<file path="src/rtl/pwm_fade_bank_if.sv">
// rtl/pwm_fade_bank_if.sv - per-channel trigger/mode inputs and drive/busy outputs of the fade bank
interface pwm_fade_bank_if #(
    parameter int CHANNELS = 4
);
    logic [CHANNELS-1:0] trigger;
    logic [CHANNELS-1:0] mode;
    logic [CHANNELS-1:0] drive;
    logic [CHANNELS-1:0] busy;

    modport master (output trigger, output mode, input drive, input busy);
    modport slave  (input trigger, input mode, output drive, output busy);
endinterface

</file>
<file path="src/rtl/pwm_fade_bank.sv">
// rtl/pwm_fade_bank.sv - multi-channel LED fader: hold at full, linear fade, optional breathing
module pwm_fade_bank #(
    parameter int CHANNELS    = 4,
    parameter int LEVEL_BITS  = 8,
    parameter int FADE_BITS   = 26,
    parameter int HOLD_CYCLES = 1 << 24
) (
    input  logic            clk,
    input  logic            rst_n,
    pwm_fade_bank_if.slave  bus
);
    localparam int HOLD_W = (HOLD_CYCLES > 2) ? $clog2(HOLD_CYCLES) : 1;
    localparam logic [HOLD_W-1:0]    HOLD_LOAD = (HOLD_CYCLES > 0) ? HOLD_W'(HOLD_CYCLES - 1) : '0;
    localparam logic [FADE_BITS-1:0] FADE_MAX  = '1;

    typedef enum logic [1:0] {ST_IDLE, ST_HOLD, ST_FADE, ST_RISE} state_e;

    state_e                state_q [CHANNELS];
    state_e                state_d [CHANNELS];
    logic [HOLD_W-1:0]     hold_q  [CHANNELS];
    logic [HOLD_W-1:0]     hold_d  [CHANNELS];
    logic [FADE_BITS-1:0]  fade_q  [CHANNELS];
    logic [FADE_BITS-1:0]  fade_d  [CHANNELS];
    logic [LEVEL_BITS-1:0] pwm_q;
    logic [LEVEL_BITS-1:0] pwm_d;

    always_ff @(posedge clk or negedge rst_n) begin
        if (!rst_n) begin
            pwm_q <= '0;
            for (int c = 0; c < CHANNELS; c++) begin
                state_q[c] <= ST_IDLE;
                hold_q[c]  <= '0;
                fade_q[c]  <= '0;
            end
        end else begin
            pwm_q <= pwm_d;
            for (int c = 0; c < CHANNELS; c++) begin
                state_q[c] <= state_d[c];
                hold_q[c]  <= hold_d[c];
                fade_q[c]  <= fade_d[c];
            end
        end
    end

    // Trigger overrides everything; otherwise each state advances its own counter.
    always_comb begin
        pwm_d = pwm_q + LEVEL_BITS'(1);
        for (int c = 0; c < CHANNELS; c++) begin
            state_d[c] = state_q[c];
            hold_d[c]  = hold_q[c];
            fade_d[c]  = fade_q[c];
            if (bus.trigger[c]) begin
                fade_d[c] = FADE_MAX;
                if (HOLD_CYCLES > 0) begin
                    state_d[c] = ST_HOLD;
                    hold_d[c]  = HOLD_LOAD;
                end else begin
                    state_d[c] = ST_FADE;
                end
            end else begin
                case (state_q[c])
                    ST_IDLE: begin
                        if (bus.mode[c]) begin
                            state_d[c] = ST_RISE;
                            fade_d[c]  = '0;
                        end
                    end
                    ST_HOLD: begin
                        if (hold_q[c] == '0) state_d[c] = ST_FADE;
                        else                 hold_d[c]  = hold_q[c] - HOLD_W'(1);
                    end
                    ST_FADE: begin
                        if (fade_q[c] == '0) state_d[c] = bus.mode[c] ? ST_RISE : ST_IDLE;
                        else                 fade_d[c]  = fade_q[c] - FADE_BITS'(1);
                    end
                    ST_RISE: begin
                        // Dropping mode mid-rise decays from the current level, so no visible jump.
                        if (!bus.mode[c] || fade_q[c] == FADE_MAX) state_d[c] = ST_FADE;
                        else                                        fade_d[c]  = fade_q[c] + FADE_BITS'(1);
                    end
                    default: state_d[c] = ST_IDLE;
                endcase
            end
        end
    end

    always_comb begin
        bus.drive = '0;
        bus.busy  = '0;
        for (int c = 0; c < CHANNELS; c++) begin
            bus.busy[c] = (state_q[c] != ST_IDLE);
            case (state_q[c])
                ST_HOLD: bus.drive[c] = 1'b1;
                ST_FADE,
                ST_RISE: bus.drive[c] = (pwm_q < fade_q[c][FADE_BITS-1 -: LEVEL_BITS]);
                default: bus.drive[c] = 1'b0;
            endcase
        end
    end
endmodule

</file>
<file path="src/flat_wrapper.sv">
// flat-port wrapper written by rule: the top's interface ports become plain ports
module pwm_fade_bank_flat 
#(
    parameter int CHANNELS    = 4,
    parameter int LEVEL_BITS  = 8,
    parameter int FADE_BITS   = 26,
    parameter int HOLD_CYCLES = 1 << 24
)
  (clk, rst_n, bus_trigger, bus_mode, bus_drive, bus_busy);
  pwm_fade_bank_if #(.CHANNELS(CHANNELS)) bus_i ();
  input  logic clk;
  input  logic rst_n;
  input wire logic [$bits(bus_i.trigger)-1:0] bus_trigger;
  input wire logic [$bits(bus_i.mode)-1:0] bus_mode;
  output wire logic [$bits(bus_i.drive)-1:0] bus_drive;
  output wire logic [$bits(bus_i.busy)-1:0] bus_busy;
  assign bus_i.trigger = bus_trigger;
  assign bus_i.mode = bus_mode;
  assign bus_drive = bus_i.drive;
  assign bus_busy = bus_i.busy;
  pwm_fade_bank #(.CHANNELS(CHANNELS), .LEVEL_BITS(LEVEL_BITS), .FADE_BITS(FADE_BITS), .HOLD_CYCLES(HOLD_CYCLES)) u_core (.clk(clk), .rst_n(rst_n), .bus(bus_i));
endmodule
</file>
<file path="config.mk">
export PLATFORM = sky130hd
export DESIGN_NAME = pwm_fade_bank_flat
export DESIGN_NICKNAME = d
export VERILOG_FILES = /design/src/rtl/pwm_fade_bank_if.sv /design/src/rtl/pwm_fade_bank.sv /design/src/flat_wrapper.sv
export SDC_FILE = /design/constraint.sdc
export NUM_CORES = 1
export LEC_CHECK = 0
export ABC_AREA = 1
export CAP_MARGIN = 15
export CORE_MARGIN = 10
export CORE_UTILIZATION = 59
export CTS_CLUSTER_SIZE = 14
export DETAILED_ROUTE_END_ITERATION = 8
export GPL_TIMING_DRIVEN = 0
export PLACE_DENSITY = 0.74
export SLEW_MARGIN = 20
export SYNTH_ARGS = -nofsm -noshare
export SYNTH_HDL_FRONTEND = slang
export SYNTH_SLANG_ARGS = --single-unit
export TNS_END_PERCENT = 50
</file>
<file path="constraint.sdc">
create_clock -name clk -period 2.4 [get_ports clk]
set_input_delay 0.6 -clock clk [delete_from_list [all_inputs] [get_ports clk]]
set_output_delay 0.6 -clock clk [all_outputs]
set_load 0.03 [all_outputs]
</file>
==> reports/metrics.yaml, run 1 <==
yosys:
  synth_edf_count: 0
  synth_top_cell_by_area: "dfrtp_1"
  synthFlopType: "dfrtp_1"
  synth_common_cells: "nand2_1 (900), nor2_1 (491), inv_1 (470), nand3_1 (254), dfrtp_1 (216)"
  synthesis.area_um2: 19500
  synth-seq-area-share_pct: 27.7
  yosysUniqueCellTypes: 41
  yosys_warnings: 0
  postSynthCellCount: 3154
  syn_avg_cell_area_um2: 6.18
  synth.most_common_cell: "nand2_1"
  ys_seq_elements: 216
  async_flop_share_pct: 100
  synth_top_area_share_pct: 27.7
  syn-num-nets: 3305
  synthTopCellsByArea: "dfrtp_1 (28%), nand2_1 (17%), nor2_1 (9.5%)"
power:
  pwr-share-clk_pct: 12.5
  p_sw_share_pct: 53.3
  p_sw_mw: 18.2
  combPwrFrac_pct: 67.9
  cellPowerDensity_nw_per_um2: 1550
  internal-power_mw: 15.9
  p_leak_nw: 10.9
  seqPwrFrac_pct: 19.6
  ir_worst_vdd_mv: 1.05
worst_setup_path:
  crit_path_start_kind: "register"
  required_ns: 1.80
  worstSetupPathType: "reg -> out"
  cp_max_fo: 6
  cp_data_arrival_time_ns: 2.16
  end_kind: "output port"
clock_tree:
  clk_latency_ns: 0.56
  cts.sinks: 216
  max-clock-path-buffers: 3
  cts_max_level: 1
  path_clk_slew_ns: 0.06
  cts_tree: "yes"
  cts_root_buf: "clkbuf_16"
  cts_buffers: 27
timing:
  rsz0062_at_grt: "true"
  finalHoldViolCount: 0
  clock.fmax_mhz: 362
  fin_worst_skew_ns: 0.0221
  max_slew_margin_pct: 56.2
  final.min_clock_period_ns: 2.76
  whs_ns: 0.413
  setup_violations: 4
  period_share_pct: 115
  slew_violations: 0
  finalWorstSetupSlack_ns: -0.364
  timing_worst_slew_pin_value_ns: 0.658
run:
  maxCapViolations: 0
die:
  start_util_pct: 59.9
  ios: 18
  core-area_um2: 32500
  dieArea_um2: 40700
  rows: 66
  dieHeight_um: 202
  die_x_um: 202
final_layout:
  nFillCells: 3086
  multi_input_area_um2: 12700
  area_growth_pct: 12.9
  drive_gt1_share_pct: 7.41
  seq_area_um2: 5420
  final_nets: 3371
  fin_cells: 3682
  n_antenna_cell: 0
route:
  wl_per_cell_um: 14.7
  antenna_left: 0
  drtPass1Iterations: 6
  drt_iter0_drc: 1268
  viasPerCell: 5.45
  drc: 0
  via_count: 20100
  wl_um: 54000
placement:
  port_buffers: 16
  gp_congestion: 0.961
  numPlacedInstances: 3614
  post-dp-hpwl_um: 40200
  place_ws_ns: -0.717
global_routing:
  grt_pass1_wl_um: 88300
  track_usage_pct: 25.3
  gr-total-overflow: 0
  grt_pass1_vias: 18800
  grt_max_degree: 94
  antenna_found_initial: 0
min_path:
  hp-class: "in -> reg"
outcome:
  status: "finished with violations"
  violations: "setup timing"
-- through the flow --
| stage | util (%) | setup TNS (ns) | power [mW] | instance area (um2) |
|---|---|---|---|---|
| 6_report | 67.6 | -1.20 | 34.1 | 22000 |
| 3_5_place_dp | 62.3 | -47.29 | 27.7 | 20300 |
| 5_1_grt | 67.6 | -1.74 | 37.8 | 22000 |
| 4_1_cts | 65.6 | -1.32 | 32.3 | 21300 |
| 2_1_floorplan | - | -0.0125 | 22.5 | 19500 |
| 3_3_place_gp | 62.1 | -1901.10 | 27.1 | 20200 |
-- critical path, stage by stage, from the launching register on --
cell and delay [ns]:
dfrtp_2 0.47, ha_4 0.29, o21ai_2 0.04, nand2_1 0.07, nand3_1 0.06, nand2_1 0.06, a31oi_1 0.09, o21ai_1 0.20
nand2_1 0.15, buf_6 0.17
-- layer usage --
metal	up-vias	share of wire (%)	GRT usage, %
li1	10200	-	-
met5	-	0	0
met3	98	5.1	2.80
met1	9221	46	33.4
met4	0	2.6	7.28
met2	521	47	42.7
-- power by group through the flow --
stage               combinational [mW]  sequential, mW  clock [mW]
floorplan                         16.5            6.06           0
global placement                  20.7            6.47           0
detailed placement                21.2            6.50           0
CTS                               21.5            6.49        4.32
global route                      26.5            6.87        4.45
finish                            23.1            6.68        4.24
-- flip-flops by register name, summed over array words and instances, names as in the netlist --
| register | count |
|---|---|
| u_core.pwm_q | 8 |
| u_core.hold_q | 96 |
| u_core.fade_q | 104 |
| u_core.state_q | 8 |
-- timing repair --
| action | CTS | global route |
|---|---|---|
| endpoints found under the hold margin | 25 | 0 |
| buffers inserted | 5 | 8 |
| hold buffers | 1 | 0 |
| resized for setup | 65 | 95 |
| pin swaps | 6 | 14 |
| cloned | 0 | 5 |
| endpoints found under the setup margin | 107 | 76 |
-- final timing paths --
check	from	endpoint	slack, ns	cells past startpoint
max	u_core.pwm_q[1]	bus_drive[0]	-0.36	9
min	bus_trigger[1]	u_core.hold_q[58]	0.41	3
max reg2reg	u_core.state_q[0]	u_core.fade_q[10]	0.09	10
min reg2reg	u_core.hold_q[34]	u_core.hold_q[34]	0.51	2
max in group asynchronous	rst_n	u_core.state_q[4]	0.96	3
min in group asynchronous	rst_n	u_core.hold_q[33]	0.57	2
-- layout make-up --
| cell class | instances | area share [%] |
|---|---|---|
| multi-input cells | 2421 | 57.6 |
| flip-flops and latches | 216 | 24.7 |
| inverters | 473 | 8.07 |
| clock buffers | 37 | 3.61 |
| well taps | 442 | 2.51 |
| repair buffers | 32 | 1.68 |
| plain buffers | 49 | 1.32 |
| clock inverters | 12 | 0.591 |
-- logic make-up after synthesis --
family                     after synthesis  synth area share (%)
buffers and inverters                  522                  10.5
DFF                                    216                  27.7
and+or+nand+nor                       1793                  38.5
AOI/OAI and AO/OA                      429                  11.7
xor gates and xnor gates                53                  2.38
adders and majority gates              141                  9.21
-- placed cells by master, fill, tap and decap left out, drive strengths merged --
master,n
clkinv,9
buf,51
xnor2,5
nor2,502
bufinv,2
or2,14
nand2,917
nor4,6
xor2,48
ha,137
dlygate4sd3,1
a211oi,3
o2111ai,2
nor3,19
o31ai,1
clkdlybuf4s50,7
a21o,6
nor2b,1
and2,8
dlygate4sd2,3
a21oi,194
a21boi,24
clkbuf,55
nand3b,27
a41oi,1
fa,4
nand3,254
nand4,50
o21bai,8
o21ai,182
dfrtp,216
clkdlybuf4s15,1
inv,472
o211ai,5
clkinvlp,2
a31oi,3
(Power assumes the default switching activity.)
==> inputs of run 2 (changes only) <==
--- a/config.mk
+++ b/config.mk
@@ -6,7 +6,7 @@
 export NUM_CORES = 1
 export LEC_CHECK = 0
 export ABC_AREA = 1
-export CAP_MARGIN = 15
+export CAP_MARGIN = 20
 export CORE_MARGIN = 10
 export CORE_UTILIZATION = 59
 export CTS_CLUSTER_SIZE = 14
==> run 2 against run 1 <==
  * The run still ends with setup timing left
  * First-iteration DRC count increased by 9.0%
  * Sequential cell count unchanged
  * Clock skew decreased by 0.0047 ns
  * Global-route usage increased by 0.23 points
  * Wire length decreased by 0.29%
  * Die area unchanged
  * Sequential power decreased by 1%
  * Cell area decreased by 0.45%
  * Critical path depth unchanged
  * Critical endpoint is now bus_drive[1]
  * Largest power group unchanged
==> reports/metrics.yaml, run 2 (synthesis results as in run 1) <==
timing:
  finalHoldViolCount: 0
  max_slew_margin_pct: 56.0
  slew_violations: 0
  fin_worst_skew_ns: 0.0174
  final.min_clock_period_ns: 2.78
  setup_violations: 4
  period_share_pct: 116
  rsz0062_at_grt: "true"
  clock.fmax_mhz: 360
  timing_worst_slew_pin_value_ns: 0.659
  finalWorstSetupSlack_ns: -0.377
route:
  drtPass1Iterations: 8
  top_layer: "met4"
  wl_per_cell_um: 14.6
  viasPerCell: 5.43
  drc: 0
  drt_iter0_drc: 1382
  wl_um: 53800
  antenna_left: 0
  drt-met1-wl_um: 24500
  wl_met2_um: 25300
  via_count: 20000
  met3_length_um: 2530
final_layout:
  final_common_cell: "nand2_1"
  fin_util_pct: 67.3
  reg_top3: "u_core.fade_q (104), u_core.hold_q (96)"
  drive_gt1_share_pct: 7.14
  nFillCells: 3099
  final_nets: 3368
  layout_common_cells: "nand2_1 (891), nor2_1 (475), inv_1 (468), nand3_1 (251), dfrtp_1 (201)"
  area_growth_pct: 12.4
  largest_reg_flops: 104
  largest_register: "u_core.fade_q"
  n_antenna_cell: 0
  fin_cells: 3678
global_routing:
  grt_pass1_wl_um: 89300
  gr-total-overflow: 0
  grt_max_degree: 94
  grt_pass1_vias: 18800
  antenna_found_initial: 0
  track_usage_pct: 25.5
clock_tree:
  clk_latency_ns: 0.57
  cts.sinks: 216
  cts_root_buf: "clkbuf_16"
  max-clock-path-buffers: 3
  cts_buffers: 27
  path_clk_slew_ns: 0.06
  cts_max_level: 1
  cts_tree: "yes"
worst_setup_path:
  cp_data_arrival_time_ns: 2.18
  required_ns: 1.80
  worstSetupPathType: "reg -> out"
  crit_path_start_kind: "register"
  cp_max_fo: 5
  ff2ff_setup_slack_ns: 0.10
  rr_endpoint: "u_core.fade_q[10]"
  r2r-start: "u_core.state_q[1]"
  end_kind: "output port"
  reg2reg_depth: 11
power:
  internal-power_mw: 15.9
  pwr-share-clk_pct: 13.1
  p_sw_share_pct: 53.1
  cellPowerDensity_nw_per_um2: 1550
  p_total_mw: 33.9
  ir_worst_vdd_mv: 1.01
  p_leak_nw: 10.9
  seqPwrFrac_pct: 19.4
  combPwrFrac_pct: 67.5
  p_sw_mw: 18.0
min_path:
  holdPathEnd: "u_core.hold_q[58]"
  hp-class: "in -> reg"
  whs_path_depth: 3
  hold_start: "bus_trigger[1]"
run:
  maxCapViolations: 0
die:
  start_util_pct: 59.9
  dieHeight_um: 202
  dieArea_um2: 40700
  core-area_um2: 32500
  rows: 66
  ios: 18
  die_x_um: 202
placement:
  port_buffers: 16
  gp_congestion: 0.961
  numPlacedInstances: 3615
  post-dp-hpwl_um: 40400
outcome:
  status: "finished with violations"
  violations: "setup timing"
==> run 2: cell count changes in the layout (fill, tap and decap cells not counted), sizes merged <==
cell,previous run,this run
bufinv,2,5
clkinv,9,10
nand2,917,915
dlygate4sd2,3,4
clkbuf,55,48
clkdlybuf4s15,1,0
inv,472,473
==> run 2: final cells by class <==
class / instances / area, um2 / area share, %
Buffer: 49 / 294 / 1.34
Clock buffer: 31 / 731 / 3.34
Clock inverter: 17 / 234 / 1.07
Inverter: 473 / 1780 / 8.11
Multi-Input combinational cell: 2419 / 12500 / 57.2
Sequential cell: 216 / 5420 / 24.8
Tap cell: 442 / 553 / 2.52
Timing Repair Buffer: 31 / 364 / 1.66
==> run 2: critical path: stages, from the launching register on <==
cell,delay [ns]
dfrtp_2,0.46
ha_1,0.28
o21ai_0,0.11
nand2_1,0.11
nand3_1,0.08
nand2_1,0.07
nand4_1,0.09
o2111ai_2,0.12
nand2_1,0.14
buf_6,0.15
==> run 2: what timing repair did <==
item	4_1_cts	5_1_grt
gates resized for setup	73	75
cloned	0	3
endpoints found under the setup margin	105	84
buffers inserted	7	4
pin swaps	14	12
hold buffers	1	0
hold endpoints to repair	36	0
==> run 2: routing by layer <==
metal / track usage (%) / up-vias
li1: - / 10200
met1: 33.6 / 9147
met2: 43.6 / 487
met3: 2.49 / 106
met4: 6.98 / 0
met5: 0 / -
==> run 2: how the worst max path moves through the flow <==
| stage | cells past startpoint | to | startpoint | slack (ns) |
|---|---|---|---|---|
| after global placement | 1 | u_core.hold_q[53] | rst_n | -8.63 |
| after global routing | 9 | bus_drive[1] | u_core.pwm_q[1] | -0.53 |
| after CTS | 7 | bus_drive[0] | u_core.pwm_q[3] | -0.35 |
| after detailed placement | 10 | u_core.fade_q[69] | u_core.state_q[5] | -0.70 |
| final | 9 | bus_drive[1] | u_core.pwm_q[1] | -0.38 |
| after floorplan | 11 | u_core.fade_q[68] | u_core.state_q[5] | -0.01 |
==> run 2: stage by stage <==
stage | setup slack (ns) | hold slack, ns | area, um2 | TNS [ns]
2_1_floorplan | -0.0125 | 0.304 | 19500 | -0.0125
3_3_place_gp | -8.63 | 0.492 | 20200 | -1901.10
3_5_place_dp | -0.700 | 0.493 | 20300 | -43.07
4_1_cts | -0.347 | 0.381 | 21500 | -4.75
5_1_grt | -0.526 | 0.460 | 21900 | -1.85
6_report | -0.377 | 0.399 | 21900 | -1.31
==> run 2: power groups by stage <==
stage	logic [mW]	clock network [mW]	registers (mW)
final	22.9	4.46	6.58
after global routing	26.1	4.66	6.78
after CTS	21.7	4.54	6.47
after detailed placement	21.2	0	6.50
after global placement	20.7	0	6.47
after floorplan	16.5	0	6.06
==> inputs of run 3 (changes only) <==
--- a/config.mk
+++ b/config.mk
@@ -6,6 +6,7 @@
 export NUM_CORES = 1
 export LEC_CHECK = 0
 export ABC_AREA = 1
+export ABC_CLOCK_PERIOD_IN_PS = 2400
 export CAP_MARGIN = 20
 export CORE_MARGIN = 10
 export CORE_UTILIZATION = 59
==> results of run 3 <==
The final DEF is identical to that of run 2; final timing and power are the same.
